## config.mk

```make
export PLATFORM = sky130hd
export DESIGN_NAME = reaction_round_ctrl
export DESIGN_NICKNAME = d
export VERILOG_FILES = /design/src/rtl/reaction_round_ctrl.sv
export SDC_FILE = /design/constraint.sdc
export NUM_CORES = 1
export LEC_CHECK = 0
export CORE_MARGIN = 2
export CORE_UTILIZATION = 54
export DETAILED_ROUTE_END_ITERATION = 8
export GPL_TIMING_DRIVEN = 0
export HOLD_SLACK_MARGIN = 0.08
export PLACE_DENSITY = 0.85
export SYNTH_ARGS = -nofsm -noshare
export SYNTH_HDL_FRONTEND = slang
export SYNTH_SLANG_ARGS = --single-unit
```

## constraint.sdc

```tcl
create_clock -name clk -period 2.86 [get_ports clk]
set_input_delay 0.858 -clock clk [delete_from_list [all_inputs] [get_ports clk]]
set_output_delay 0.858 -clock clk [all_outputs]
set_load 0.02 [all_outputs]
```

## src/rtl/reaction_round_ctrl.sv

```systemverilog
// Two-player reaction-game round controller: arms a random pre-go delay, lights the go lamp,
// and resolves each round as a reaction, false start, tie or timeout, tracking per-match bests.
module reaction_round_ctrl #(
  parameter int DELAY_MIN = 1000,
  parameter int MAX_COUNT = 999,
  parameter int ROUNDS    = 5
) (
  input  logic        clk,
  input  logic        clear_in,
  input  logic        tick_in,
  input  logic        en,
  input  logic        start_in,
  input  logic        p1_in,
  input  logic        p2_in,
  input  logic [15:0] count_in,
  output logic        cnt_en,
  output logic        cnt_clear,
  output logic        led,
  output logic [15:0] time_out,
  output logic [1:0]  winner,
  output logic [1:0]  foul,
  output logic [15:0] p1_best,
  output logic [15:0] p2_best,
  output logic [2:0]  round_no,
  output logic        done
);

  typedef enum logic [1:0] {IDLE, ARM, WAIT, GO} state_t;

  localparam logic [15:0] MAX_C    = 16'(MAX_COUNT);
  localparam logic [15:0] DMIN_C   = 16'(DELAY_MIN);
  localparam logic [2:0]  ROUNDS_C = 3'(ROUNDS);

  state_t      state;
  logic [15:0] lfsr;
  logic [15:0] delay;
  logic        start_q, p1_q, p2_q;
  logic        start_edge, p1_edge, p2_edge, any_press;
  logic        lfsr_fb;
  logic [2:0]  round_next;
  logic        match_end;

  assign start_edge = start_in & ~start_q;
  assign p1_edge    = p1_in & ~p1_q;
  assign p2_edge    = p2_in & ~p2_q;
  assign any_press  = p1_edge | p2_edge;
  assign lfsr_fb    = lfsr[15] ^ lfsr[13] ^ lfsr[12] ^ lfsr[10];
  assign round_next = round_no + 3'd1;
  assign match_end  = (round_next == ROUNDS_C);

  // Presses are checked before delay expiry so a press on the expiring tick is a false start.
  always_ff @(posedge clk) begin
    if (clear_in) begin
      state     <= IDLE;
      lfsr      <= 16'hACE1;
      delay     <= 16'd0;
      start_q   <= 1'b0;
      p1_q      <= 1'b0;
      p2_q      <= 1'b0;
      cnt_en    <= 1'b0;
      cnt_clear <= 1'b0;
      led       <= 1'b0;
      time_out  <= 16'd0;
      winner    <= 2'b00;
      foul      <= 2'b00;
      p1_best   <= MAX_C;
      p2_best   <= MAX_C;
      round_no  <= 3'd0;
      done      <= 1'b0;
    end else begin
      lfsr      <= {lfsr[14:0], lfsr_fb};
      start_q   <= start_in;
      p1_q      <= p1_in;
      p2_q      <= p2_in;
      cnt_clear <= 1'b0;
      done      <= 1'b0;
      case (state)
        IDLE: begin
          if (start_edge && en && (round_no < ROUNDS_C)) begin
            state     <= ARM;
            cnt_clear <= 1'b1;
          end
        end
        ARM: begin
          if (!en) begin
            state <= IDLE;
          end else begin
            winner <= 2'b00;
            foul   <= 2'b00;
            delay  <= DMIN_C + {6'd0, lfsr[9:0]};
            state  <= WAIT;
          end
        end
        WAIT: begin
          if (!en) begin
            state <= IDLE;
          end else if (any_press) begin
            foul     <= {p2_edge, p1_edge};
            winner   <= {p1_edge & ~p2_edge, p2_edge & ~p1_edge};
            time_out <= MAX_C;
            round_no <= round_next;
            done     <= match_end;
            state    <= IDLE;
          end else if ((delay == 16'd0) || (tick_in && (delay == 16'd1))) begin
            led    <= 1'b1;
            cnt_en <= 1'b1;
            state  <= GO;
          end else if (tick_in) begin
            delay <= delay - 16'd1;
          end
        end
        GO: begin
          if (!en) begin
            led    <= 1'b0;
            cnt_en <= 1'b0;
            state  <= IDLE;
          end else if (any_press) begin
            time_out <= count_in;
            winner   <= {p2_edge, p1_edge};
            if (p1_edge && (count_in < p1_best)) p1_best <= count_in;
            if (p2_edge && (count_in < p2_best)) p2_best <= count_in;
            round_no <= round_next;
            done     <= match_end;
            led      <= 1'b0;
            cnt_en   <= 1'b0;
            state    <= IDLE;
          end else if (count_in >= MAX_C) begin
            time_out <= MAX_C;
            winner   <= 2'b00;
            round_no <= round_next;
            done     <= match_end;
            led      <= 1'b0;
            cnt_en   <= 1'b0;
            state    <= IDLE;
          end
        end
        default: state <= IDLE;
      endcase
    end
  end

endmodule
```

[Word level (Yosys, flattened, before mapping)]
Index checks and enable logic that the tools add are counted.
Word-level totals
  memories: 0
  output and inout port bits: 59
  bits in read-only memories: 0
  memory bits (writable): 0
  logic and storage cells: 124
  input bits: 23
  bits in latches: 0
  register bits: 95
Cells by class
  div/mod/pow operators: 0
  shifts and indexed selects: 0
  mux-type cells: 50
  multipliers: 0
  equal/unequal tests: 17
  add/sub/neg operators: 3
  magnitude comparators: 4
  reduce and logical (&&, ||, !) cells: 20
  bitwise logic cells: 15
Operators by type and width (count)
  two-way mux 16 bit: 10
  one-hot mux 16 bit (2 select lines): 2
  less-than comparator 16 bit: 2
  two-way mux 2 bit: 15
  inequality test 2 bit, second input constant: 9
  == test 16 x 1 -> 1 bit, second input constant: 1
  >= comparator 16 x 10 -> 1 bit, second input constant: 1
  zero test 16 bit: 1
  subtractor 16 x 1 -> 16 bit, second input constant: 1
  two-way mux 3 bit: 5
  two-way mux 1 bit: 12
  AND reduction 4 bit: 3
  AND reduction 6 bit: 2
  adder 10 x 10 -> 11 bit, first input constant: 1
  AND reduction 5 bit: 2
  inequality test 4 bit, second input constant: 2
  one-hot mux 2 bit (4 select lines): 1
  NOT 1 bit: 6
  one-hot mux 2 bit (3 select lines): 1
  one-hot mux 3 bit (2 select lines): 1
  bitwise AND 1 bit: 5
  logical AND 1 bit: 5
  == test 2 bit, second input constant: 2
  one-hot mux 1 bit (2 select lines): 2
  14 further kinds: 17

[Depth between registers and ports, before layout]
  depth after elaboration: 7
  mapped depth: 9
  depth with buffers taken out: 7

[Least setup slack after synthesis]
No wires, ideal clock.
  kind: input to register
  start point: in count_in[9]
  end point: reg p1_best[10]
  library setup time: 72 ps
  stages: 8
  path slack: 178 ps
  data required time: 2788 ps
  data arrival time: 2610 ps
  path buffers: 2
  cell sequence: ha_1 a21o_1 a21o_1 a211oi_1 o221a_2 clkbuf_1 buf_2 mux2i_1
On the way
  cells in the longest elaborated chain, start to end: 3
Ends and longest elaborated chain
  start: declaration: RTL line 15  | input logic [15:0] count_in,
  less-than comparator 16 bit: RTL line 120  | if (p1_edge && (count_in < p1_best)) p1_best <= count_in;
  logical AND 1 bit: RTL line 120
  AND reduction 4 bit (no source line)
  end signal: assignment: RTL line 120
  end: declaration: RTL line 22  | output logic [15:0] p1_best,
No other way between the ends.
A chain may end at the register's enable or synchronous reset.

[Worst setup path after layout]
  start point: in count_in[13]
  end point: reg time_out[9]
On the way
  cells in the longest elaborated chain, start to end: 3
Ends and longest elaborated chain
  >= comparator 16 x 10 -> 1 bit: RTL line 127  | end else if (count_in >= MAX_C) begin
  inequality test 3 bit (no source line)
  AND reduction 5 bit (no source line)
  end signal: assignment: RTL line 118  | time_out <= count_in;
  end: declaration: RTL line 19  | output logic [15:0] time_out,
No other way between the ends.

==> results.py <==
metrics = {
    "status": {
        "status": "finished clean",
    },
    "global_routing": {
        "grt_pass1_wl_um": 22390,
        "grt_pass1_vias": 4531,
        "track_usage_pct": 28.29,
        "antenna_found_initial": 0,
        "gr-total-overflow": 0,
        "grt_max_degree": 19,
    },
    "worst_hold_path": {
        "hold_depth": 1,
        "hold_start": "lfsr[14]",
        "hold_path.class": "reg -> reg",
        "worst_hold_path.endpoint": "lfsr[15]",
    },
    "clock_tree": {
        "cts_sinks": 95,
        "cts_hold_buffers": 0,
        "path_clk_slew_ps": 100,
        "numCtsBuffers": 9,
        "htree_levels": 3,
        "clk_latency_ps": 370,
        "cts_tree": "built",
        "ctsLongestPathBuffers": 2,
        "root_buffer": "clkbuf_8",
    },
    "timing": {
        "worst_hold_slack_ps": 423.6,
        "skew_ps": 15.28,
        "worst_slew_pin_slew_ps": 760.3,
        "min_period_over_period_pct": 98.89,
        "hold_viol_final": 0,
        "finalCriticalPeriod_ps": 2828,
        "drv_slew": 0,
        "setup_viol": 0,
        "slew_headroom_pct": 48.00,
        "max_freq_mhz": 353.6,
    },
    "floorplan": {
        "num_rows": 34,
        "core_area_um2": 8763,
        "ios": 82,
        "die_w_um": 99.26,
        "fp.dieH_um": 99.26,
        "die_area_um2": 9852,
        "initial_core_util_pct": 55.91,
    },
    "synth": {
        "synth_fa_ha_area_share_pct": 9.193,
        "synth-simple-area-share_pct": 18.39,
        "syn-num-nets": 613,
        "syn_inst": 554,
        "netlist_area_um2": 4900,
        "yosysTopAreaCell": "dfxtp_1",
        "ys_top_cells_by_area": "dfxtp_1, ha_1, mux2i_1",
        "seq_area_frac_synth_pct": 38.82,
        "synth_cell_type_count": 62,
        "syn_area_per_cell_um2": 8.844,
        "synth_top_family_by_area": "simple AND/OR/NAND/NOR gates",
        "synth_enable_flop_cells": 0,
        "ys.warnings.count": 0,
        "synth_top_area_share_pct": 38.82,
        "synth-compound-area-share_pct": 18.26,
        "async_reset_ff_share_pct": 0,
        "synth-seq-cells": 95,
        "synthTopCellsByCount": "dfxtp_1, inv_1, nand2_1",
        "synthXorXnorAreaFrac_pct": 1.609,
        "synth.mux.area_fraction_pct": 7.201,
        "yosysMostFrequentCell": "dfxtp_1",
        "ys.flop_type": "dfxtp_1",
    },
    "pwr": {
        "leakagePower_nw": 2.496,
        "power_density_nw_per_um2": 420.1,
        "ir_drop_mv": 0.3062,
    },
    "final_layout": {
        "drive_gt1_share_pct": 8.937,
        "fill_cells": 687,
        "areaGrowthSynthToFinish_pct": 24.31,
        "final_util_pct": 69.50,
        "antenna-diode-count": 0,
        "final_nets": 703,
        "instances_no_fill": 757,
    },
    "setup_path": {
        "r2r-end": "state[1]",
        "worst_path_max_delay_cell": "nor4bb_1",
        "cp_num_buf_inv": 2,
        "cp_max_fo": 10,
        "r2r_start": "delay[4]",
        "cp_top_family": "compound AO/OA/AOI/OAI gates",
        "crit_path_start_kind": "primary input",
        "r2r_cells": 5,
        "crit_chain": "clkdlybuf4s50_1, nor4bb_1, o311ai_4, a21oi_2, nor2_4, buf_2, o221a_2",
        "required_ps": 3130,
        "crit_path_end_kind": "register",
        "arrival_ps": 3100,
        "slowest_delay_ps": 560,
        "rrSetupSlack_ps": 330,
        "critical_path_class": "in -> reg",
    },
    "drt": {
        "wl_per_cell_um": 18.43,
        "routed.top_layer": "met4",
        "m1WireLength_um": 6146,
        "drt_iter0_markers": 392,
        "wl_met2_um": 6466,
        "drc": 0,
        "wl_met3_um": 1022,
        "dr.pass1.iters": 5,
        "vias": 4646,
        "routed_wl_um": 13960,
        "drtAntennaViolNets": 0,
        "via_per_inst": 6.137,
    },
    "job": {
        "drv_cap": 0,
    },
    "placed_design": {
        "dp_cells": 742,
        "hpwl_um": 10260,
        "gp_congestion": 0.9297,
        "portBuffers": 80,
    },
}
-- cell type report --
cell class	count	area [um2]	area share, %
clock inverters	7	62.56	1.027
repair buffers	81	815.8	13.39
plain buffers	28	127.6	2.095
flip-flops and latches	95	1902	31.22
multi-input cells	378	2733	44.86
well taps	108	135.1	2.219
clock buffers	9	123.9	2.034
inverters	51	191.4	3.143
-- sequential cells by signal, summed over array words and instances, names as in the netlist, 2 cells and up --
signal,flops
delay,16
lfsr,16
p1_best,16
p2_best,16
time_out,16
round_no,3
foul,2
state,2
winner,2
-- worst max-delay path by stage --
| stage | from | endpoint | cells past startpoint |
|---|---|---|---|
| after global placement | count_in[8] | time_out[9] | 7 |
| after CTS | count_in[5] | p2_best[12] | 8 |
| after floorplan | count_in[9] | p1_best[10] | 8 |
| after global routing | count_in[10] | time_out[12] | 7 |
| final | count_in[13] | time_out[9] | 7 |
| after detailed placement | count_in[8] | round_no[1] | 7 |
-- report_power, final --
part	switching, W	internal, W
Clock	0.000531	0.000336
Combinational	0.000198	0.000120
Sequential	0.0000256	0.00135
-- metrics by stage --
stage | area [um2] | power, W | setup WS, ps | setup TNS [ps]
final | 6091 | 0.002559 | 31.69 | 0
after global routing | 6091 | 0.002651 | -67.94 | -184.1
after CTS | 6043 | 0.002550 | 6.124 | 0
after detailed placement | 5836 | 0.001706 | -1172 | -42290
after global placement | 5836 | 0.001697 | -1102 | -39800
after floorplan | 4900 | 0.001583 | 178.2 | 0
-- cells by family (layout without fill, tap and decap cells) --
kind of cell             after synthesis  count (layout)
XOR/XNOR                               9               9
multiplexers                          35              35
flip-flops                            95              95
buffers and inverters                 81             176
AND/OR/NAND/NOR                      178             178
AO/OA/AOI/OAI                        120             120
adder cells (fa/ha/maj)               36              36
-- metal layers --
layer  up-vias  global-route usage [%]
met5         -                       0
met4         0                   10.12
met3        37                   4.006
met2       239                   45.89
met1      2190                   38.66
li1       2180                       -
-- cells in the final DEF, fill, tap and decap left out, drive strengths merged, types with 7 or more instances in the layout --
master	instances
a21oi	33
buf	10
clkbuf	28
clkdlybuf4s50	77
dfxtp	95
ha	36
inv	56
mux2i	33
nand2	47
nand2b	7
nand3	7
nand4	9
nor2	45
nor2b	14
nor4	13
o21ai	17
o221a	9
o32ai	12
or2	8
or4	9
-- timing repair --
action,4_1_cts,5_1_grt
setup buffers,1,0
pin swaps,1,0
resized for setup,7,11
endpoints found under the setup margin,44,32
No activity file was read; power rests on OpenSTA's default activity.
